[src/rtl/instruction_sequencer_pkg.sv]
// instruction_sequencer_pkg: opcodes, FSM encoding and flag indices shared by the sequencer and its ALU
package instruction_sequencer_pkg;
  localparam logic [3:0] OP_NOP  = 4'h0;
  localparam logic [3:0] OP_ADD  = 4'h1;
  localparam logic [3:0] OP_SUB  = 4'h2;
  localparam logic [3:0] OP_AND  = 4'h3;
  localparam logic [3:0] OP_OR   = 4'h4;
  localparam logic [3:0] OP_XOR  = 4'h5;
  localparam logic [3:0] OP_CMP  = 4'h6;
  localparam logic [3:0] OP_LDI  = 4'h7;
  localparam logic [3:0] OP_JMP  = 4'h8;
  localparam logic [3:0] OP_JEQ  = 4'h9;
  localparam logic [3:0] OP_JGT  = 4'hA;
  localparam logic [3:0] OP_JLT  = 4'hB;
  localparam logic [3:0] OP_JC   = 4'hC;
  localparam logic [3:0] OP_HALT = 4'hF;
  localparam logic [2:0] S_IDLE   = 3'd0;
  localparam logic [2:0] S_FETCH  = 3'd1;
  localparam logic [2:0] S_DECODE = 3'd2;
  localparam logic [2:0] S_EXEC   = 3'd3;
  localparam logic [2:0] S_WB     = 3'd4;
  localparam logic [2:0] S_HALT   = 3'd5;
  localparam int F_LESS    = 4;
  localparam int F_GREATER = 3;
  localparam int F_EQUAL   = 2;
  localparam int F_CARRY   = 1;
  localparam int F_BORROW  = 0;
  function automatic logic is_alu_op(input logic [3:0] op);
    return op >= OP_ADD && op <= OP_CMP;
  endfunction
endpackage

[src/rtl/instruction_sequencer.sv]
// instruction_sequencer: fetch/decode/execute FSM driving an external multi-cycle ALU
module instruction_sequencer
  import instruction_sequencer_pkg::*;
#(
  parameter int         ALU_LAT  = 2,
  parameter logic [3:0] RESET_PC = 4'h0
) (
  input  logic       clk,
  input  logic       reset,
  input  logic       start,
  output logic       imem_req,
  output logic [3:0] imem_addr,
  input  logic [7:0] imem_data,
  input  logic       imem_valid,
  output logic [3:0] alu_opcode,
  output logic [3:0] alu_a,
  output logic [3:0] alu_b,
  input  logic [3:0] alu_result,
  input  logic [4:0] alu_flag,
  output logic [3:0] acc,
  output logic [4:0] flags_q,
  output logic       busy,
  output logic       halted
);
  localparam int CW = (ALU_LAT > 1) ? $clog2(ALU_LAT) : 1;
  localparam logic [CW-1:0] CNT_LAST = CW'(ALU_LAT - 1);
  logic [2:0] state;
  logic [3:0] pc, op, imm;
  logic [CW-1:0] cnt;
  logic in_exec, jump;
  // ALU drive is decoded from state so reset clears it in the same cycle
  assign in_exec    = state == S_EXEC;
  assign alu_opcode = in_exec ? op : 4'h0;
  assign alu_a      = in_exec ? acc : 4'h0;
  assign alu_b      = in_exec ? imm : 4'h0;
  assign imem_req   = state == S_FETCH;
  assign imem_addr  = pc;
  assign busy       = !(state == S_IDLE || state == S_HALT);
  assign halted     = state == S_HALT;
  assign jump = op == OP_JMP ||
                (op == OP_JEQ && flags_q[F_EQUAL]) ||
                (op == OP_JGT && flags_q[F_GREATER]) ||
                (op == OP_JLT && flags_q[F_LESS]) ||
                (op == OP_JC  && flags_q[F_CARRY]);
  always_ff @(posedge clk or posedge reset) begin
    if (reset) begin
      state   <= S_IDLE;
      pc      <= RESET_PC;
      acc     <= 4'h0;
      flags_q <= 5'h0;
      op      <= OP_NOP;
      imm     <= 4'h0;
      cnt     <= '0;
    end else begin
      case (state)
        S_IDLE, S_HALT: if (start) begin
          state <= S_FETCH;
          pc    <= RESET_PC;
          acc   <= 4'h0;
        end
        S_FETCH: if (imem_valid) begin
          op    <= imem_data[7:4];
          imm   <= imem_data[3:0];
          state <= S_DECODE;
        end
        S_DECODE: begin
          state <= is_alu_op(op) ? S_EXEC : S_WB;
          cnt   <= '0;
        end
        // the result is sampled on the edge that ends the ALU_LAT-th EXEC cycle
        S_EXEC: if (cnt == CNT_LAST) begin
          state   <= S_WB;
          acc     <= op == OP_CMP ? acc : alu_result;
          flags_q <= alu_flag;
        end else begin
          cnt <= cnt + 1'b1;
        end
        S_WB: begin
          state <= op == OP_HALT ? S_HALT : S_FETCH;
          pc    <= jump ? imm : pc + 4'h1;
          if (op == OP_LDI) acc <= imm;
        end
        default: state <= S_IDLE;
      endcase
    end
  end
endmodule

[config.mk]
export PLATFORM = sky130hd
export DESIGN_NAME = instruction_sequencer
export DESIGN_NICKNAME = d
export VERILOG_FILES = /design/src/rtl/instruction_sequencer_pkg.sv /design/src/rtl/instruction_sequencer.sv
export SDC_FILE = /design/constraint.sdc
export NUM_CORES = 1
export LEC_CHECK = 0
export ABC_CLOCK_PERIOD_IN_PS = 5000
export CAP_MARGIN = 40
export CORE_MARGIN = 2
export CORE_UTILIZATION = 50
export CTS_BUF_LIST = sky130_fd_sc_hd__clkbuf_2
export DETAILED_ROUTE_END_ITERATION = 8
export MAX_ROUTING_LAYER = met4
export PLACE_DENSITY_LB_ADDON = 0.08
export REMOVE_ABC_BUFFERS = 1
export SYNTH_ARGS = -nofsm -noshare
export SYNTH_HDL_FRONTEND = slang
export SYNTH_SLANG_ARGS = --single-unit
[constraint.sdc]
create_clock -name clk -period 5 [get_ports clk]
set_input_delay 0.75 -clock clk [delete_from_list [all_inputs] [get_ports clk]]
set_output_delay 0.75 -clock clk [all_outputs]
set_load 0.02 [all_outputs]
# Yosys cells after proc, flatten, opt, wreduce, memory -nomap -nowiden

Cells that the tools add are included.

Bits in registers: 25
Bits of input ports: 21
Output and inout port bits: 28
Word-level logic and storage cells: 68

$add $sub $neg: 2
$lt $le $gt $ge: 2
Equal/unequal tests: 18
Multiplexer cells: 18
Reduce and logical (&&, ||, !) cells: 21

Operators with widths:

| kind                                                                             | count |
|---|---|
| 4-bit two-way mux                                                                | 8 |
| 4-bit equality test, second input constant                                       | 6 |
| 3-bit two-way mux                                                                | 5 |
| 3-bit case mux with 5 select lines                                               | 1 |
| 4-bit case mux with 3 select lines                                               | 1 |
| 4-bit by 3-bit equality test with 1-bit output, second input constant            | 2 |
| 2-bit != test, second input constant                                             | 4 |
| 4-bit case mux with 2 select lines                                               | 1 |
| 3-bit by 2-bit equality test with 1-bit output, second input constant            | 2 |
| 3-bit equality test, second input constant                                       | 2 |
| 2-bit AND reduction                                                              | 3 |
| 1-bit logical AND                                                                | 5 |
| 1-bit logical OR                                                                 | 5 |
| 5-bit AND reduction                                                              | 1 |
| 4-bit by 1-bit adder with 4-bit output, second input constant                    | 1 |
| 4-bit by 1-bit >= comparator with 1-bit output, second input constant            | 1 |
| 4-bit by 3-bit less-or-equal comparator with 1-bit output, second input constant | 1 |
| 2-bit nonzero test                                                               | 2 |
| 3-bit by 1-bit equality test with 1-bit output, second input constant            | 1 |
| 3-bit zero test                                                                  | 1 |
| 3-bit AND reduction                                                              | 1 |
| 3-bit nonzero test                                                               | 1 |
| 2-bit by 1-bit != test with 1-bit output, second input constant                  | 1 |
| 1-bit case mux with 2 select lines                                               | 1 |
| other kinds (4)                                                                  | 4 |

# Logic depth before layout (Yosys ltp)

Depth in word-level cells: 8
Gate-level depth with buffers: 6
Gate-level depth less buffers: 5

# Worst setup path before layout

Ideal clock, no wire load.

Kind: flip-flop to flip-flop
Start point: register state[2]
End point: register imm[1]
Arrival time: 1.825 ns
Data required time: 4.875 ns
Setup slack: 3.050 ns
Stages on the path, launching flop included: 6
Path buffers: 2
Clock period less this slack: 1.950 ns
Cell sequence: dfrtp_1 > buf_2 > nor3b_1 > and2_1 > buf_2 > mux2_2

Word-level cells in the longest chain between the ends: 2

RTL lines:

| what                                           | RTL line                    | RTL |
|---|---|---|
| start, declared                                | instruction_sequencer.sv:27 | `logic [2:0] state;` |
| start signal, assigned                         | instruction_sequencer.sv:67 | `state <= is_alu_op(op) ? S_EXEC : S_WB;` |
| start signal, assigned                         | instruction_sequencer.sv:79 | `state <= op == OP_HALT ? S_HALT : S_FETCH;` |
| 3-bit by 1-bit equality test with 1-bit output | --                          |  |
| named net imem_req                             | instruction_sequencer.sv:11 | `output logic imem_req,` |
| 2-bit AND reduction (no source line)           | --                          |  |
| end signal, assigned                           | instruction_sequencer.sv:63 | `imm <= imem_data[3:0];` |
| end, declared                                  | instruction_sequencer.sv:28 | `logic [3:0] pc, op, imm;` |

The timed path passes the listed nets, and every way through them passes these cells.
A chain may end at the register's enable or synchronous reset.

# Final worst setup path

Start point: register state[0]
End point: output port alu_b[3]

Word-level cells in the longest chain between the ends: 2

RTL lines:

| what                                           | RTL line                    | RTL |
|---|---|---|
| 3-bit by 2-bit equality test with 1-bit output | instruction_sequencer.sv:32 | `assign in_exec = state == S_EXEC;` |
| 4-bit two-way mux                              | instruction_sequencer.sv:35 | `assign alu_b = in_exec ? imm : 4'h0;` |
| end, declared                                  | instruction_sequencer.sv:17 | `output logic [3:0] alu_b,` |

Every way passes these cells.

==> impl_metrics.tcl <==
set metrics [dict create \
    status "finished clean" \
    fmax_mhz 314 \
    numPortBuffers 48 \
    worstPathCellList "nor2b_2 > and3_1 > clkdlybuf4s50_1" \
    ys_async_sr_fraction 1.00 \
    grtUsageTotal 0.225 \
    coreArea_um2 2730 \
    yosysSeqAreaShare 0.442 \
    fp.dieArea_um2 3270 \
    fp.dieW_um 57.2 \
    hp-class "flop to flop" \
    drt_wl_total_mm 3.41 \
    slew_headroom 0.501 \
    syn_inst 135 \
    setup_violations 0 \
    regToRegStartpoint "state[0]$_DFFE_PP0P_" \
    hpwl_mm 2.49 \
    crit_path_start_kind "flop" \
    clk_path_buf_depth 2 \
    synth_edf_count 0 \
    r2r_slack_ns 2.74 \
    fin_skew_ns 0.0200 \
    antenna_cells 0 \
    final_max_slew_viol_count 0 \
    fin_crit_sh 0.637 \
    cts_setup_buffers 0 \
    drc 0 \
    start_util 0.518 \
    setup_tns_ns 0 \
    hold_viol_final 0 \
    crit_family "simple AND/OR/NAND/NOR gates" \
    reg2regPathDepth 5 \
    cts_hold_buf 0 \
    timing.rr.end "acc[0]$_DFFE_PP0P_" \
    clock_latency_ns 0.39 \
    synth_flop_cell "dfrtp_1" \
    grt.overflow.total 0 \
    cts.sinks 25 \
    max_cap_violations 0 \
    clk_pin_slew_worst_paths_ns 0.25 \
    synth_warnings 0 \
    antenna_found_initial 0 \
    vias 1212 \
    grt_pass1_wl_mm 5.51 \
    postCtsResizedCells 0 \
    grt_max_degree 26 \
    required_ns 4.25 \
    whs_ns 0.556 \
    drt-wirelength-per-cell_um 16.2 \
    cpPeakStageDelay_ns 0.63 \
    antenna_left 0 \
    io-pin-count 49 \
    gp_congestion 0.814 \
    critPathMaxFanout 15 \
    finalCriticalPeriod_ns 3.19 \
    die_h_um 57.2 \
    root_buffer "clkbuf_2" \
    vdd_drop_max_v 0.000447 \
    cts_tree "built" \
    cpMaxStageDelayCell "clkdlybuf4s50_1" \
    cts_made_buffers 3 \
    finalPower_w 0.00120 \
    end_kind "primary output" \
    cp.arrival_ns 2.44 \
    via_per_inst 5.74 \
    synth_area_um2 1420 \
    rsz0062_at_grt "false" \
    first_iter_violations 27 \
    avgSynthCellArea_um2 10.5 \
    synth_seq_cells 25 \
    leakagePower_nw 0.868 \
    min_from "acc[0]$_DFFE_PP0P_" \
    worst-path-buf-inv 1 \
    grt_pass1_vias 1186 \
    areaGrowthSynthToFinish_pct 37.5 \
    rows 19 \
    drive_gt1_frac 0.144 \
    holdPathEnd "acc[0]$_DFFE_PP0P_" \
    ys_types 36 \
    drt_pass1_iterations 4 \
    worstSetupPathType "flop to primary output" \
    fin_nets 203 \
    min_path_cells 1 \
    tightestPinTransition_ns 0.745 \
    h-tree-depth 1 \
    powerDensity_nw_per_um2 616 \
]
## cells in the final DEF, fill, tap and decap left out, types with 4 or more instances in the layout
cell,netlist,final
clkdlybuf4s50_1,0,48
dfrtp_1,25,25
mux2_2,12,12
and3_1,11,11
nand2_1,10,10
nor2_1,6,6
a22o_1,6,6
inv_1,5,5
o21ai_0,5,5
nand2b_1,4,4
nor2b_1,4,4
mux2_1,4,4
mux2i_1,4,4
## area by class of cell
class | count | area (µm²)
clock inverter | 1 | 7.51
inverter | 5 | 18.8
multi-input combinational | 97 | 732
tap | 31 | 38.8
timing repair buffer | 49 | 508
sequential | 25 | 626
clock buffer | 3 | 15.0
fill | 227 | 788
## routing by layer
metal | GRT usage | vias up | share of wire
li1 | - | 572 | -
met4 | 0.0963 | 0 | 0.021
met2 | 0.376 | 36 | 0.51
met1 | 0.276 | 595 | 0.43
met3 | 0.0249 | 9 | 0.044
met5 | - | - | 0
## state kept, by name (all words and copies together), names as in the netlist
register   flops
acc            4
cnt            1
op             4
flags_q        5
imm            4
state          3
imem_addr      4
## power breakdown
part | switching [W] | internal (W) | leakage [nW]
Combinational | 0.000328 | 0.000348 | 0.543
Clock | 0.0000701 | 0.0000185 | 0.0126
Sequential | 0.000140 | 0.000294 | 0.312
## synthesized netlist by cell type (all sizes together) (2+ instances only)
library cell,n,area share
dfrtp,25,0.44
nor2,6,0.016
nor3b,2,0.011
o211ai,3,0.016
inv,5,0.013
and2,2,0.0088
nand3,2,0.0071
a21oi,3,0.011
buf,5,0.019
or3,2,0.0088
a22o,6,0.037
mux2,17,0.14
and3,13,0.059
nor2b,5,0.024
mux2i,4,0.028
nand2,10,0.027
o21ai,7,0.030
clkbuf,3,0.0080
nand2b,4,0.018
## how the worst max path moves through the flow
stage	start	endpoint	cells past startpoint
final	state[0]$_DFFE_PP0P_	alu_b[3]	3
after detailed placement	state[0]$_DFFE_PP0P_	alu_b[3]	3
after global placement	state[0]$_DFFE_PP0P_	alu_opcode[1]	3
after CTS	state[0]$_DFFE_PP0P_	alu_b[3]	3
after global routing	state[0]$_DFFE_PP0P_	alu_b[3]	3
after floorplan	state[1]$_DFFE_PP0P_	imm[1]$_DFFE_PP0P_	3
## metrics by stage
step | setup WS (ns) | area, µm² | utilization | instances
2_1_floorplan | 2.98 | 1380 | - | 127
3_3_place_gp | 2.37 | 1900 | 0.693 | 206
3_5_place_dp | 2.28 | 1920 | 0.703 | 207
4_1_cts | 1.82 | 1950 | 0.712 | 211
5_1_grt | 1.69 | 1950 | 0.712 | 211
6_report | 1.81 | 1950 | 0.712 | 211
## worst register-to-register path, cell delays in order, from the launching register on
cell and delay [ns]:
dfrtp_1 0.61, nor2b_2 0.57, and2_1 0.37, o31a_1 0.21
o21ai_2 0.10, mux2_1 0.32
## cell families (layout without fill, tap and decap cells)
logic type / count (synthesis) / in the layout / share of synthesized area
flops: 25 / 25 / 0.442
mux: 21 / 21 / 0.166
compound gates: 26 / 26 / 0.149
buf+inv: 13 / 58 / 0.0407
simple gates: 49 / 49 / 0.193
fa+ha+maj: 1 / 1 / 0.00884
Power figures use the tool's default switching activity.
